$ cat src/rtl/ethmac_cfg_pkg.sv
// Shared types and constants for the ethmac post-reset configuration sequencer.
// Register offsets are provided for building (address, data) tables.
package ethmac_cfg_pkg;

    typedef enum logic [2:0] {
        S_IDLE,
        S_LOAD,
        S_WR,
        S_RD,
        S_CMP,
        S_NEXT,
        S_DONE,
        S_FAIL
    } cfg_state_t;

    localparam logic [1:0] FC_NONE    = 2'b00;
    localparam logic [1:0] FC_TIMEOUT = 2'b01;
    localparam logic [1:0] FC_ERR     = 2'b10;
    localparam logic [1:0] FC_RDBK    = 2'b11;

    localparam logic [31:0] REG_MODER     = 32'h0000_0000;
    localparam logic [31:0] REG_TX_BD_NUM = 32'h0000_0020;
    localparam logic [31:0] REG_MAC_ADDR0 = 32'h0000_0040;
    localparam logic [31:0] REG_MAC_ADDR1 = 32'h0000_0044;

    // Timer is never narrower than 8 bits, wider only for long timeouts.
    function automatic int timer_width(input int cyc);
        int w;
        w = $clog2(cyc);
        return (w > 8) ? w : 8;
    endfunction

endpackage

$ cat src/rtl/ethmac_cfg_timer.sv
// Saturating access timer: cleared by clr, counts while en, holds at LIMIT.
// expired is high while the count sits at LIMIT.
module ethmac_cfg_timer #(
    parameter int W     = 8,
    parameter int LIMIT = 63
) (
    input  logic clk,
    input  logic rst,
    input  logic clr,
    input  logic en,
    output logic expired
);

    localparam logic [W-1:0] LIM = W'(LIMIT);

    logic [W-1:0] cnt;

    always_ff @(posedge clk or posedge rst) begin
        if (rst)
            cnt <= '0;
        else if (clr)
            cnt <= '0;
        else if (en && cnt != LIM)
            cnt <= cnt + 1'b1;
    end

    assign expired = (cnt == LIM);

endmodule

$ cat src/rtl/ethmac_cfg_sequencer.sv
// Walks an (address, data) table and issues one Wishbone write per entry with retry/timeout.
// Define ETHMAC_CFG_READBACK_EN to add a read-back compare after every acked write.
module ethmac_cfg_sequencer
    import ethmac_cfg_pkg::*;
#(
    parameter int NUM_ENTRIES = 8,
    parameter int ADDR_W      = 32,
    parameter int TIMEOUT_CYC = 64,
    parameter int MAX_RETRY   = 3
) (
    input  logic              clk,
    input  logic              rst,
    input  logic              start,
    output logic [7:0]        tbl_idx_o,
    input  logic [ADDR_W-1:0] tbl_addr_i,
    input  logic [31:0]       tbl_data_i,
    output logic [ADDR_W-1:0] wb_adr_o,
    output logic [31:0]       wb_dat_o,
    input  logic [31:0]       wb_dat_i,
    output logic [3:0]        wb_sel_o,
    output logic              wb_we_o,
    output logic              wb_cyc_o,
    output logic              wb_stb_o,
    input  logic              wb_ack_i,
    input  logic              wb_err_i,
    output logic              busy,
    output logic              done,
    output logic              fail,
    output logic [7:0]        fail_idx,
    output logic [1:0]        fail_code
);

    localparam int         TW         = timer_width(TIMEOUT_CYC);
    localparam logic [7:0] LAST_IDX   = 8'(NUM_ENTRIES - 1);
    localparam logic [7:0] RETRY_INIT = 8'(MAX_RETRY);

    cfg_state_t state;
    logic [7:0] idx;
    logic [7:0] retries_left;
    logic       expired;
    logic       tmr_clr;
    logic [1:0] abort_code;

`ifdef ETHMAC_CFG_READBACK_EN
    logic [31:0] rd_data;
`else
    logic rd_unused;
    assign rd_unused = ^wb_dat_i;
`endif

    assign tbl_idx_o = idx;
    assign wb_sel_o  = 4'hF;

    // Restart the timer for every new access, including the read that follows a write.
    assign tmr_clr = (state == S_LOAD) || (wb_stb_o && wb_ack_i);

    ethmac_cfg_timer #(
        .W     (TW),
        .LIMIT (TIMEOUT_CYC - 1)
    ) u_timer (
        .clk     (clk),
        .rst     (rst),
        .clr     (tmr_clr),
        .en      (wb_stb_o),
        .expired (expired)
    );

    // err wins over a simultaneous ack; timeout only when the slave said nothing.
    always_comb begin
        abort_code = FC_NONE;
        if (state == S_WR || state == S_RD) begin
            if (wb_err_i) begin
                if (retries_left == '0)
                    abort_code = FC_ERR;
            end else if (!wb_ack_i && expired) begin
                abort_code = FC_TIMEOUT;
            end
        end
`ifdef ETHMAC_CFG_READBACK_EN
        if (state == S_CMP && rd_data != wb_dat_o)
            abort_code = FC_RDBK;
`endif
    end

    always_ff @(posedge clk or posedge rst) begin
        if (rst) begin
            state        <= S_IDLE;
            idx          <= '0;
            retries_left <= '0;
            wb_adr_o     <= '0;
            wb_dat_o     <= '0;
            wb_we_o      <= 1'b0;
            wb_cyc_o     <= 1'b0;
            wb_stb_o     <= 1'b0;
            busy         <= 1'b0;
            done         <= 1'b0;
            fail         <= 1'b0;
            fail_idx     <= '0;
            fail_code    <= FC_NONE;
`ifdef ETHMAC_CFG_READBACK_EN
            rd_data      <= '0;
`endif
        end else if (abort_code != FC_NONE) begin
            state     <= S_FAIL;
            wb_cyc_o  <= 1'b0;
            wb_stb_o  <= 1'b0;
            wb_we_o   <= 1'b0;
            busy      <= 1'b0;
            fail      <= 1'b1;
            fail_idx  <= idx;
            fail_code <= abort_code;
        end else begin
            case (state)
                S_IDLE, S_DONE, S_FAIL: begin
                    if (start) begin
                        state        <= S_LOAD;
                        idx          <= '0;
                        retries_left <= RETRY_INIT;
                        busy         <= 1'b1;
                        done         <= 1'b0;
                        fail         <= 1'b0;
                        fail_code    <= FC_NONE;
                    end
                end
                S_LOAD: begin
                    wb_adr_o <= tbl_addr_i;
                    wb_dat_o <= tbl_data_i;
                    wb_cyc_o <= 1'b1;
                    wb_stb_o <= 1'b1;
                    wb_we_o  <= 1'b1;
                    state    <= S_WR;
                end
                S_WR, S_RD: begin
                    if (wb_err_i) begin
                        // Retry restarts the whole entry, write first.
                        retries_left <= retries_left - 1'b1;
                        wb_cyc_o     <= 1'b0;
                        wb_stb_o     <= 1'b0;
                        wb_we_o      <= 1'b0;
                        state        <= S_LOAD;
                    end else if (wb_ack_i) begin
`ifdef ETHMAC_CFG_READBACK_EN
                        if (state == S_WR) begin
                            wb_we_o <= 1'b0;
                            state   <= S_RD;
                        end else begin
                            rd_data  <= wb_dat_i;
                            wb_cyc_o <= 1'b0;
                            wb_stb_o <= 1'b0;
                            state    <= S_CMP;
                        end
`else
                        wb_cyc_o <= 1'b0;
                        wb_stb_o <= 1'b0;
                        wb_we_o  <= 1'b0;
                        state    <= S_NEXT;
`endif
                    end
                end
                S_CMP: state <= S_NEXT;
                S_NEXT: begin
                    if (idx == LAST_IDX) begin
                        state <= S_DONE;
                        busy  <= 1'b0;
                        done  <= 1'b1;
                    end else begin
                        idx          <= idx + 1'b1;
                        retries_left <= RETRY_INIT;
                        state        <= S_LOAD;
                    end
                end
                default: state <= S_IDLE;
            endcase
        end
    end

endmodule
$ cat config.mk
export PLATFORM = sky130hd
export DESIGN_NAME = ethmac_cfg_sequencer
export DESIGN_NICKNAME = d
export VERILOG_FILES = /design/src/rtl/ethmac_cfg_pkg.sv /design/src/rtl/ethmac_cfg_timer.sv /design/src/rtl/ethmac_cfg_sequencer.sv
export SDC_FILE = /design/constraint.sdc
export NUM_CORES = 1
export LEC_CHECK = 0
export ABC_AREA = 1
export ABC_CLOCK_PERIOD_IN_PS = 6800
export BUFFER_PORTS_ARGS = -buffer_cell sky130_fd_sc_hd__clkbuf_2
export CORE_MARGIN = 2
export CORE_UTILIZATION = 52
export DETAILED_ROUTE_END_ITERATION = 10
export GPL_ROUTABILITY_DRIVEN = 0
export PLACE_DENSITY = 0.94
export REMOVE_ABC_BUFFERS = 1
export SYNTH_ARGS = -nofsm -noshare
export SYNTH_HDL_FRONTEND = slang
export SYNTH_SLANG_ARGS = --single-unit
$ cat constraint.sdc
create_clock -name clk -period 6.8 [get_ports clk]
set_clock_uncertainty 0.2 [all_clocks]
set_input_delay 2.04 -clock clk [delete_from_list [all_inputs] [get_ports clk]]
set_output_delay 2.04 -clock clk [all_outputs]
set_load 0.05 [all_outputs]
* After elaboration in Yosys (flattened, before gate mapping) *
Index checks and enable logic that the tools add are counted.

word-level totals
  output and inout port bits = 92
  register bits after elaboration = 105
  memories kept = 0
  RAM bits = 0
  ROM bits = 0
  input bits = 101
  bits in latches = 0

operators by class
  eq/ne operators = 17
  multiply operators = 0
  reductions and logical operators = 26
  bitwise logic cells = 1
  add/sub/neg operators = 3
  magnitude comparators = 0
  divide/modulo/power cells = 0
  mux-type cells = 35
  shift operators = 0

operators by type and width
  operator             number
  $mux 8               7
  $pmux 8 s3           1
  $add 8x1->8 const B  2
  $pmux 8 s2           1
  $mux 3               5
  $pmux 3 s5           1
  $eq 3x3->1 const B   4
  $mux 2               6
  $mux 1               11
  $reduce_bool 2->1    5
  $reduce_bool 3->1    3
  $eq 8x3->1 const B   1
  $eq 8x6->1 const B   1
  $logic_not 8->1      1
  $ne 2x2->1 const B   4
  $ne 8x6->1 const B   1
  $reduce_and 2->1     4
  $reduce_and 4->1     2
  $sub 8x1->8 const B  1
  $eq 3x2->1 const B   2
  $ne 3x3->1 const B   2
  $pmux 1 s2           3
  $reduce_and 5->1     1
  $ne 4x4->1 const B   1
  9 further kinds      12

* Logic depth before layout (Yosys ltp) *
Gate-level depths: netlist (run 1).

  word-level depth = 8
  depth in mapped cells = 11
  gate-level depth less buffers = 11

* Hierarchy *
A second synthesis (run 1) with hierarchy kept.

unflattened totals
  cells, all modules = 446
  area total of the unflattened synthesis = 4747.1 um2

modules (own cells, without submodules)
  module                area an instance (um2)  instances  cells each
  ethmac_cfg_sequencer  4237.8                  1          376
  ethmac_cfg_timer      509.2                   1          70

* Least setup slack after synthesis (run 1) *
Ideal clock, no wire load.

  path kind = flip-flop to output port
  start = register wb_stb_o
  end = output port wb_stb_o
  required time = 4560 ps
  path buffers = 1
  path slack = 3620 ps
  arrival = 940 ps
  stages on the path, launching flop included = 2
  cell sequence = dfrtp_1 -> buf_4

RTL lines
  what                    line                         text
  start, declared         ethmac_cfg_sequencer.sv:23   output logic wb_stb_o,
  start signal, assigned  ethmac_cfg_sequencer.sv:94   wb_stb_o <= 1'b0;
  start signal, assigned  ethmac_cfg_sequencer.sv:106  wb_stb_o <= 1'b0;
  start signal, assigned  ethmac_cfg_sequencer.sv:129  wb_stb_o <= 1'b1;

No word-level cell between the ends.

* Final worst setup path (run 1) *
  start = register idx[0] (netlist: tbl_idx_o[0])
  end = output port tbl_idx_o[0]

RTL lines
  what                    line                         text
  start, declared         ethmac_cfg_sequencer.sv:38   logic [7:0] idx;
  start signal, assigned  ethmac_cfg_sequencer.sv:167  idx <= idx + 1'b1;
  end, declared           ethmac_cfg_sequencer.sv:14   output logic [7:0] tbl_idx_o,

No word-level cell between the ends.

==> metrics, run 1 <==
Diodes inserted 0; RSZ-0062 raised after global routing no; clk sink count 105; CP Cell Sequence clkbuf_2; clk buf depth 2; Post-synth EDFFs 0; Max FO, Critical Path 8; WL met1 4.31 mm; CTS Root Cell clkbuf_8; async set-reset flop share out of synthesis 100%; final antenna-violating net count 0; largest net degree at the start of global routing 69; Critical Path Max Stage Delay 0.51 ns; synth unique cells 30; Num CTS Buffers 9; Min Hold Slack 0.302 ns; setup bufs post-CTS 0; post-synthesis sequential area ratio a little under three fifths; Post-CTS Resized 0; Worst-Skew Late Latency around 0.36 ns; CTS tree done; cell area after synthesis 4720 um2; total gr overflow 0; Final Hold Fails 0; status completed; cell family with most CP delay flip-flops; pwr/cell area around 590 nW/um2; worst ir drop on vdd slightly above 400 uV; ratio of cells with drive above 1 in the final layout 43.1%; Post-Route WL 11.2 mm; CP Capture Type output port; number of global-route vias before repair 3,846; GRT Overall Usage 22.8%; DRT Pass-1 Iters 6; post-DR vias/cell 5.28; Post-CTS Hold Buffers 0; die area 9860 um2; P&R area growth vs syn 22.0%; final setup violation count 0; register area 2630 um2; nets@finish 710; Ys Warns 0; # DRC 0; LEAKAGE 3.02 nW; FMAX between 200 and 300 MHz; chip width about 100 um; slowest stage cell, crit path dfrtp_1; IO buf count 156; met3 WL 520 um; io pins 193; Detail Route met2 WL 6.04 mm; top sig layer met4; worst slew pin tran between 0.8 and 0.9 ns; Worst setup SP type flip-flop; Post-Place Cells around 700; Period minus WS final between 3 and 4 ns; r2r setup slk 4.38 ns; post-synthesis cell count 448; Slew Limit Fails 0; initial DRC count 142; TNS Setup 0 ns; Arrival @ worst endpoint roughly 1.2 ns; global-route wire length before repair 18.0 mm; fill count 661; final core occ 65.7%; HP Class flip-flop to flip-flop; CTS H-Tree Depth 3; Die Ht 99.3 um; Final period util between 50% and 60%; critical path start-end classification flip-flop to output port; WL/cell 15.6 um; Primary FF master, synth dfrtp_1; non-filler cells in the finished layout 718; initial antenna violation count 0; dpl hpwl about 8.4 mm; Critical Path RT roughly 4.6 ns; clk slew on worst S/H paths 0.11 ns; core area 8760 um2; vias 3,792; CP Buf/Inv Count 1; Slew HR 43.4%; standard-cell rows 34; Mapped Avg Cell Area 10.5 um2; max_cap viols 0; area of the multi-input gates 1830 um2; Starting Density approximately 54%; synthesis-stage register bit count between 100 and 150
## final timing paths
kind,startpoint,endpoint,depth (start not counted)
max in group asynchronous,rst,u_timer.cnt[2],3
worst max-delay path,tbl_idx_o[0],tbl_idx_o[0],1
worst max register to register,state[1],tbl_idx_o[2],7
worst min register to register,fail,fail,2
min in group asynchronous,rst,wb_adr_o[19],2
worst min-delay path,fail,fail,2
## stage by stage
step / cell area, um2 / total power, W / setup slack (ns)
global route: 5760 / 0.00360 / 3.29
floorplan: 4610 / 0.00257 / 1.80
CTS: 5760 / 0.00344 / 3.34
global placement: 5550 / 0.00294 / 3.32
finish: 5760 / 0.00342 / 3.36
detailed placement: 5550 / 0.00303 / 3.25
## cell usage in the layout (no fill, tap or decap), drive strengths merged
cell,count
a21oi,9
buf,2
bufinv,1
clkbuf,166
clkinv,3
conb,4
dfrtp,105
ha,4
inv,43
mux2,64
nand2,98
nand3,34
nand4,6
nor2,38
nor3,4
o21ai,22
o31ai,1
or2,1
xnor2,1
xor2,4
## sequential cells by signal (all words and copies together) (netlist names)
register and cells:
fail_idx 8, wb_dat_o 32, busy 1, tbl_idx_o 8, wb_adr_o 32, state 3
fail 1, retries_left 8, u_timer.cnt 8, fail_code 2, done 1, wb_stb_o 1
## synth_stat cells, types with 2 or more instances
cell | number | area share [%]
nand3_1 | 31 | 3.3
nand2_4 | 3 | 0.72
inv_1 | 33 | 2.6
nor2_4 | 2 | 0.48
nand4_1 | 5 | 0.66
dfrtp_1 | 105 | 56
nand2_2 | 4 | 0.53
o21ai_1 | 16 | 1.7
nor3_1 | 4 | 0.42
nand3_2 | 3 | 0.64
buf_6 | 4 | 0.95
buf_2 | 3 | 0.32
xor2_1 | 4 | 0.74
a21oi_1 | 9 | 0.95
o21ai_0 | 5 | 0.53
buf_4 | 8 | 1.3
mux2_2 | 64 | 15
inv_2 | 7 | 0.56
nand2_1 | 91 | 7.2
nor2_1 | 34 | 2.7
ha_1 | 4 | 1.1
## logic make-up after synthesis
kind of cell               after synthesis  share of synthesized area, %
DFF                                    105                          55.7
adders and majority gates                4                          1.06
AOI/OAI and AO/OA                       32                          3.53
and+or+nand+nor                        181                          17.6
muxes                                   64                          15.3
buffers and inverters                   56                          5.86
other                                    1                        0.0794
xor gates and xnor gates                 5                         0.928
## power by group
group	leakage (nW)	internal (W)	switching, W
Sequential	1.29	0.000885	0.000169
Combinational	1.62	0.000553	0.00141
Clock	0.107	0.000180	0.000221
Total	3.02	0.00162	0.00180
## metal layers
metal	vias to the layer above	track usage (%)
met5	-	0
met4	0	9.91
met3	33	3.87
met2	150	40.7
met1	1843	27.2
li1	1766	-
## layout make-up
type | count | share of cell area (%)
clock buffer | 10 | 2.22
timing repair buffer | 158 | 13.8
inverter | 41 | 2.76
multi-input combinational | 290 | 31.7
clock inverter | 6 | 1.50
tap | 108 | 2.35
sequential | 105 | 45.6
No activity file was read; power rests on OpenSTA's default activity.
==> inputs of run 2 (changes only) <==
--- a/config.mk
+++ b/config.mk
@@ -6,13 +6,13 @@
 export NUM_CORES = 1
 export LEC_CHECK = 0
 export ABC_AREA = 1
-export ABC_CLOCK_PERIOD_IN_PS = 6800
+export ABC_CLOCK_PERIOD_IN_PS = 2800
 export BUFFER_PORTS_ARGS = -buffer_cell sky130_fd_sc_hd__clkbuf_2
 export CORE_MARGIN = 2
-export CORE_UTILIZATION = 52
+export CORE_UTILIZATION = 44
 export DETAILED_ROUTE_END_ITERATION = 10
 export GPL_ROUTABILITY_DRIVEN = 0
-export PLACE_DENSITY = 0.94
+export PLACE_DENSITY = 0.86
 export REMOVE_ABC_BUFFERS = 1
 export SYNTH_ARGS = -nofsm -noshare
 export SYNTH_HDL_FRONTEND = slang
==> constraint.sdc (replaced) <==
create_clock -name clk -period 2.8 [get_ports clk]
set_clock_uncertainty 0.2 [all_clocks]
set_input_delay 0.84 -clock clk [delete_from_list [all_inputs] [get_ports clk]]
set_output_delay 0.84 -clock clk [all_outputs]
set_load 0.05 [all_outputs]
==> run 2 against run 1 <==
  * Sequential power grew 140%
  * Sequential cell count is the same
  * Highest routed layer unchanged
  * Sequential share of layout area shrank 0.38 points
  * Critical endpoint unchanged
  * Wire length shrank 2.3%
  * Largest power group unchanged
==> metrics, run 2 (same netlist as run 1, synthesis figures left out) <==
io pins 193 (unchanged); total gr overflow 0 (unchanged); CTS H-Tree Depth 3 (unchanged); Slew HR 62.6% (+19 points); cell family with most CP delay flip-flops; status completed; Arrival @ worst endpoint 1.21 ns (about the same); initial DRC count 153 (+7.7%); Critical Path Max Stage Delay 0.50 ns (about the same); Final period util 80.4%; CP Cell Sequence clkbuf_2; final setup violation count 0 (unchanged); CTS Root Cell clkbuf_8; Period minus WS final 2.25 ns; pwr/cell area 1420 nW/um2 (+140%); clk sink count 105 (unchanged); clk slew on worst S/H paths 0.12 ns (about the same); Worst setup SP type flip-flop; critical path start-end classification flip-flop to output port; r2r setup slk 0.76 ns (-3.62 ns); Starting Density 45.5% (-8.3 points); final core occ 56.0% (-9.7 points); Die Ht 108 um (+8.4%); R2R depth 9 (+2); post-DR vias/cell 5.02 (-4.9%); FMAX 444 MHz; Diodes inserted 0 (unchanged); worst ir drop on vdd 969 uV (+140%); Post-Route WL 10.9 mm (-2.3%); worst slew pin tran 0.559 ns (-0.290 ns); IO buf count 156 (unchanged); Power Total 0.00826 W (+140%); DRT Pass-1 Iters 4 (-2); # DRC 0 (unchanged); ratio of cells with drive above 1 in the final layout 43.4% (+0.26 points); RSZ-0062 raised after global routing no; most frequent cells in the layout 156 x clkbuf_2, 105 x dfrtp_1, 91 x nand2_1; Final Cell Area 5810 um2 (+0.85%); global-route wire length before repair 17.8 mm (-1.0%); Setup WS post-layout 0.550 ns (-2.81 ns); CTS tree done; core area 10,400 um2 (+18%); GRT Overall Usage 19.5% (-3.3 points); WL/cell 14.6 um (-6.1%); dpl hpwl 8.43 mm (-0.12%); final antenna-violating net count 0 (unchanged); max_cap viols 0 (unchanged); top flop regs wb_adr_o x32, wb_dat_o x32; area of the multi-input gates 1830 um2 (unchanged); DP Worst Slack 0.481 ns (-2.77 ns); fill count 884 (+34%); P&R area growth vs syn 23.0%; Slew Limit Fails 0 (unchanged); Num CTS Buffers 9 (unchanged); LEAKAGE 3.03 nW (+0.25%); clk buf depth 2 (unchanged); standard-cell rows 37 (+8.8%); Critical Path RT 1.76 ns (-2.80 ns); Max FO, Critical Path 8 (unchanged); CP Capture Type output port; register area 2630 um2 (unchanged); chip width 108 um (+8.4%); Final Hold Fails 0 (unchanged); Post-CTS Resized 0 (unchanged); setup bufs post-CTS 0 (unchanged); terminus of the critical flop-to-flop path retries_left[7]; slowest stage cell, crit path dfrtp_1; placed instance area 5610 um2 (+1.2%); die area 11,600 um2 (+17%); HP Class primary input to async pin; reg-to-reg critical path startpoint u_timer.cnt[0]; vias 3,750 (-1.1%); nets@finish 711 (+0.14%); initial antenna violation count 0 (unchanged); most common cell after layout, fill and taps aside clkbuf_2; CP Buf/Inv Count 1 (unchanged); largest net degree at the start of global routing 62 (-10%); Post-CTS Hold Buffers 0 (unchanged); Worst-Skew Late Latency 0.37 ns (about the same); number of global-route vias before repair 3,885 (+1.0%)
run 2: per-stage QoR:
| step | hold slack, ns | cells | setup TNS [ns] |
|---|---|---|---|
| floorplan | 0.264 | 436 | -105.06 |
| global placement | 0.275 | 731 | 0 |
| detailed placement | 0.280 | 731 | 0 |
| CTS | 0.239 | 747 | 0 |
| global route | 0.264 | 747 | 0 |
| finish | 0.240 | 747 | 0 |
run 2: layout make-up:
cell class / count / area share (%)
Sequential cell: 105 / 45.2
Multi-Input combinational cell: 290 / 31.5
Timing Repair Buffer: 159 / 14.3
Tap cell: 136 / 2.93
Inverter: 41 / 2.74
Clock buffer: 9 / 2.13
Clock inverter: 7 / 1.23
run 2: worst max path at each step:
| stage | end | slack, ns | cells past startpoint | startpoint |
|---|---|---|---|---|
| global placement | retries_left[5] | 0.57 | 10 | wb_err_i |
| finish | tbl_idx_o[0] | 0.55 | 1 | tbl_idx_o[0] |
| CTS | tbl_idx_o[0] | 0.53 | 1 | tbl_idx_o[0] |
| floorplan | busy | -1.00 | 1 | rst |
| detailed placement | retries_left[7] | 0.48 | 10 | wb_err_i |
| global route | tbl_idx_o[0] | 0.48 | 1 | tbl_idx_o[0] |
run 2: per-layer routing:
layer	vias to the layer above	track usage, %	routed length (um)
li1	1777	-	-
met1	1839	21.9	4130
met2	110	35.5	6040
met3	24	4.00	452
met4	0	8.33	311
met5	-	0	0
run 2: power breakdown:
part           total (W)  internal, W  leakage, nW  switching [W]
clock           0.000930     0.000352       0.0999       0.000578
sequential       0.00256      0.00215         1.29       0.000405
combinational    0.00477      0.00136         1.63        0.00341
total            0.00826      0.00387         3.03        0.00439
==> inputs of run 3 (changes only) <==
--- a/config.mk
+++ b/config.mk
@@ -6,7 +6,7 @@
 export NUM_CORES = 1
 export LEC_CHECK = 0
 export ABC_AREA = 1
-export ABC_CLOCK_PERIOD_IN_PS = 2800
+export ABC_CLOCK_PERIOD_IN_PS = 1800
 export BUFFER_PORTS_ARGS = -buffer_cell sky130_fd_sc_hd__clkbuf_2
 export CORE_MARGIN = 2
 export CORE_UTILIZATION = 44
==> constraint.sdc (replaced) <==
create_clock -name clk -period 1.8 [get_ports clk]
set_clock_uncertainty 0.2 [all_clocks]
set_input_delay 0.54 -clock clk [delete_from_list [all_inputs] [get_ports clk]]
set_output_delay 0.54 -clock clk [all_outputs]
set_load 0.05 [all_outputs]
==> run 3 against run 2 <==
  * Final area up 9.6%
  * Setup slack worse by 0.56 ns
  * Core utilization up 5.4 points
  * Sequential power up 55%
  * The run now ends with negative setup slack left
  * First-iteration DRC count up 0.65%
  * Non-clock buffer count up 29
  * Largest cell class unchanged
  * Sequential share of layout area down 3.8 points
==> metrics, run 3 (same netlist as run 1, synthesis figures left out) <==
status complete, but fails checks; violated checks negative setup slack; Min Hold Slack 0.196 ns (-0.0435 ns); initial antenna violation count 0 (unchanged); P&R area growth vs syn 34.8%; largest net degree at the start of global routing 65 (+4.8%); Worst setup SP type flip-flop; FMAX approximately 550 MHz; RSZ-0062 raised after global routing yes; pwr/cell area 2150 nW/um2 (+51%); CTS H-Tree Depth 3 (unchanged); Period minus WS final 1.81 ns; nets@finish 742 (+4.4%); standard-cell rows 37 (unchanged); Clk network pwr share 11.2% (about the same); Sw Pwr 0.00698 W (+59%); # DRC 0 (unchanged); Int Pwr 0.00667 W (+73%); clk slew on worst S/H paths 0.11 ns (about the same); CP Capture Type output port; GRT Overall Usage 19.3% (-0.16 points); Combinational Power Share 59.6% (+1.8 points); vias 3,924 (+4.6%); most frequent cells in the layout 97 x dfrtp_1, 96 x clkbuf_2, 89 x nand2_1; final antenna-violating net count 0 (unchanged); critical path start-end classification flip-flop to output port; post-DR vias/cell 5.04 (+0.47%); Setup WS post-layout -0.0133 ns (-0.563 ns); Final period util 101%; Reg power frac 29.2% (-1.8 points); top flop regs wb_adr_o x32, wb_dat_o x32; Num CTS Buffers 9 (unchanged); TNS Setup -0.0174 ns (-0.0174 ns); clk sink count 105 (unchanged); IO buf count 156 (unchanged); placed instance area 5740 um2 (+2.2%); CTS tree done; Critical Path Max Stage Delay 0.41 ns (-0.09 ns); fill count 833 (-5.8%); CTS Root Cell clkbuf_8; HP Class primary input to flip-flop; initial DRC count 154 (+0.65%); Max FO, Critical Path 2 (-6); clk buf depth 2 (unchanged); Post-Route WL 11.7 mm (+6.6%); DRT Pass-1 Iters 5 (+1); chip width 108 um (unchanged); Final Cell Area 6360 um2 (+9.6%); slowest stage cell, crit path dfrtp_1; Power Total 0.0137 W (+65%); dpl hpwl 8.29 mm (-1.7%); number of global-route vias before repair 3,779 (-2.7%); die area 11,600 um2 (unchanged); WL/cell 15.0 um (+2.3%); Arrival @ worst endpoint 1.07 ns (-0.14 ns); Worst-Skew Late Latency 0.37 ns (about the same); Net Sw Frac 51.2% (-2.0 points); total gr overflow 0 (unchanged); LEAKAGE 3.22 nW (+6.4%); most common cell after layout, fill and taps aside dfrtp_1; Critical Path RT 1.06 ns (-0.70 ns); global-route wire length before repair 17.5 mm (-1.6%); ratio of cells with drive above 1 in the final layout 49.5% (+6.2 points); core area 10,400 um2 (unchanged); max_cap viols 0 (unchanged); Slew Limit Fails 0 (unchanged); worst ir drop on vdd 1730 uV (+78%); Final Hold Fails 0 (unchanged); io pins 193 (unchanged); final setup violation count 2 (+2); Starting Density 45.5% (unchanged); CP Cell Sequence buf_6 > clkbuf_16; Diodes inserted 0 (unchanged); Die Ht 108 um (unchanged)
==> run 3: routing by layer <==
layer / wire [um] / up-vias / global-route usage, %
li1: - / 1840 / -
met1: 4470 / 1927 / 22.9
met2: 6450 / 131 / 34.3
met3: 454 / 26 / 3.81
met4: 293 / 0 / 7.88
met5: 0 / - / 0
==> run 3: cell type report <==
class	count	area, um2	area share [%]
sequential	105	2640	41.4
multi-input combinational	292	1940	30.5
timing repair buffer	188	1250	19.6
tap	136	170	2.67
inverter	41	161	2.54
clock buffer	9	124	1.95
clock inverter	7	85.1	1.34
==> run 3: what timing repair did <==
| action | CTS | global route |
|---|---|---|
| setup buffers | 7 | 7 |
| pin swaps | 3 | 11 |
| gates resized for setup | 41 | 83 |
| endpoints found under the hold margin | 1 | 0 |
| cloned | 2 | 0 |
| endpoints found under the setup margin | 25 | 152 |
| hold buffers | 1 | 0 |
==> run 3: path summary, 6_finish.rpt <==
kind                                start         endpoint  slack (ns)  depth (start not counted)
min in group asynchronous             rst     fail_code[0]        0.40                          3
hold reg to reg               fail_idx[0]      fail_idx[0]        0.30                          2
setup reg to reg                 state[1]  retries_left[4]        0.04                          8
max in group asynchronous             rst     wb_adr_o[30]        0.50                          4
hold / removal             tbl_addr_i[22]     wb_adr_o[22]        0.20                          2
setup / recovery             tbl_idx_o[0]     tbl_idx_o[0]       -0.01                          2
==> run 3: worst max-delay path: cells and delay by family, from the launching register on <==
family                 cells  cell delay [ns]
buffers and inverters      2             0.29
flip-flops                 1             0.41
==> run 3: through the flow <==
step / util (%) / instances / setup WS [ns]
global route: 61.4 / 778 / -0.0623
finish: 61.4 / 778 / -0.0133
CTS: 59.7 / 771 / -0.0290
floorplan: - / 436 / -1.70
global placement: 55.3 / 746 / -0.0744
detailed placement: 55.3 / 746 / -0.0985
==> run 3: power by group through the flow <==
stage	combinational, W	clock [W]	sequential (W)
2_1_floorplan	0.00278	0	0.00694
3_3_place_gp	0.00746	0	0.00391
3_5_place_dp	0.00766	0	0.00399
4_1_cts	0.00789	0.00159	0.00396
5_1_grt	0.00860	0.00168	0.00409
6_report	0.00814	0.00153	0.00398
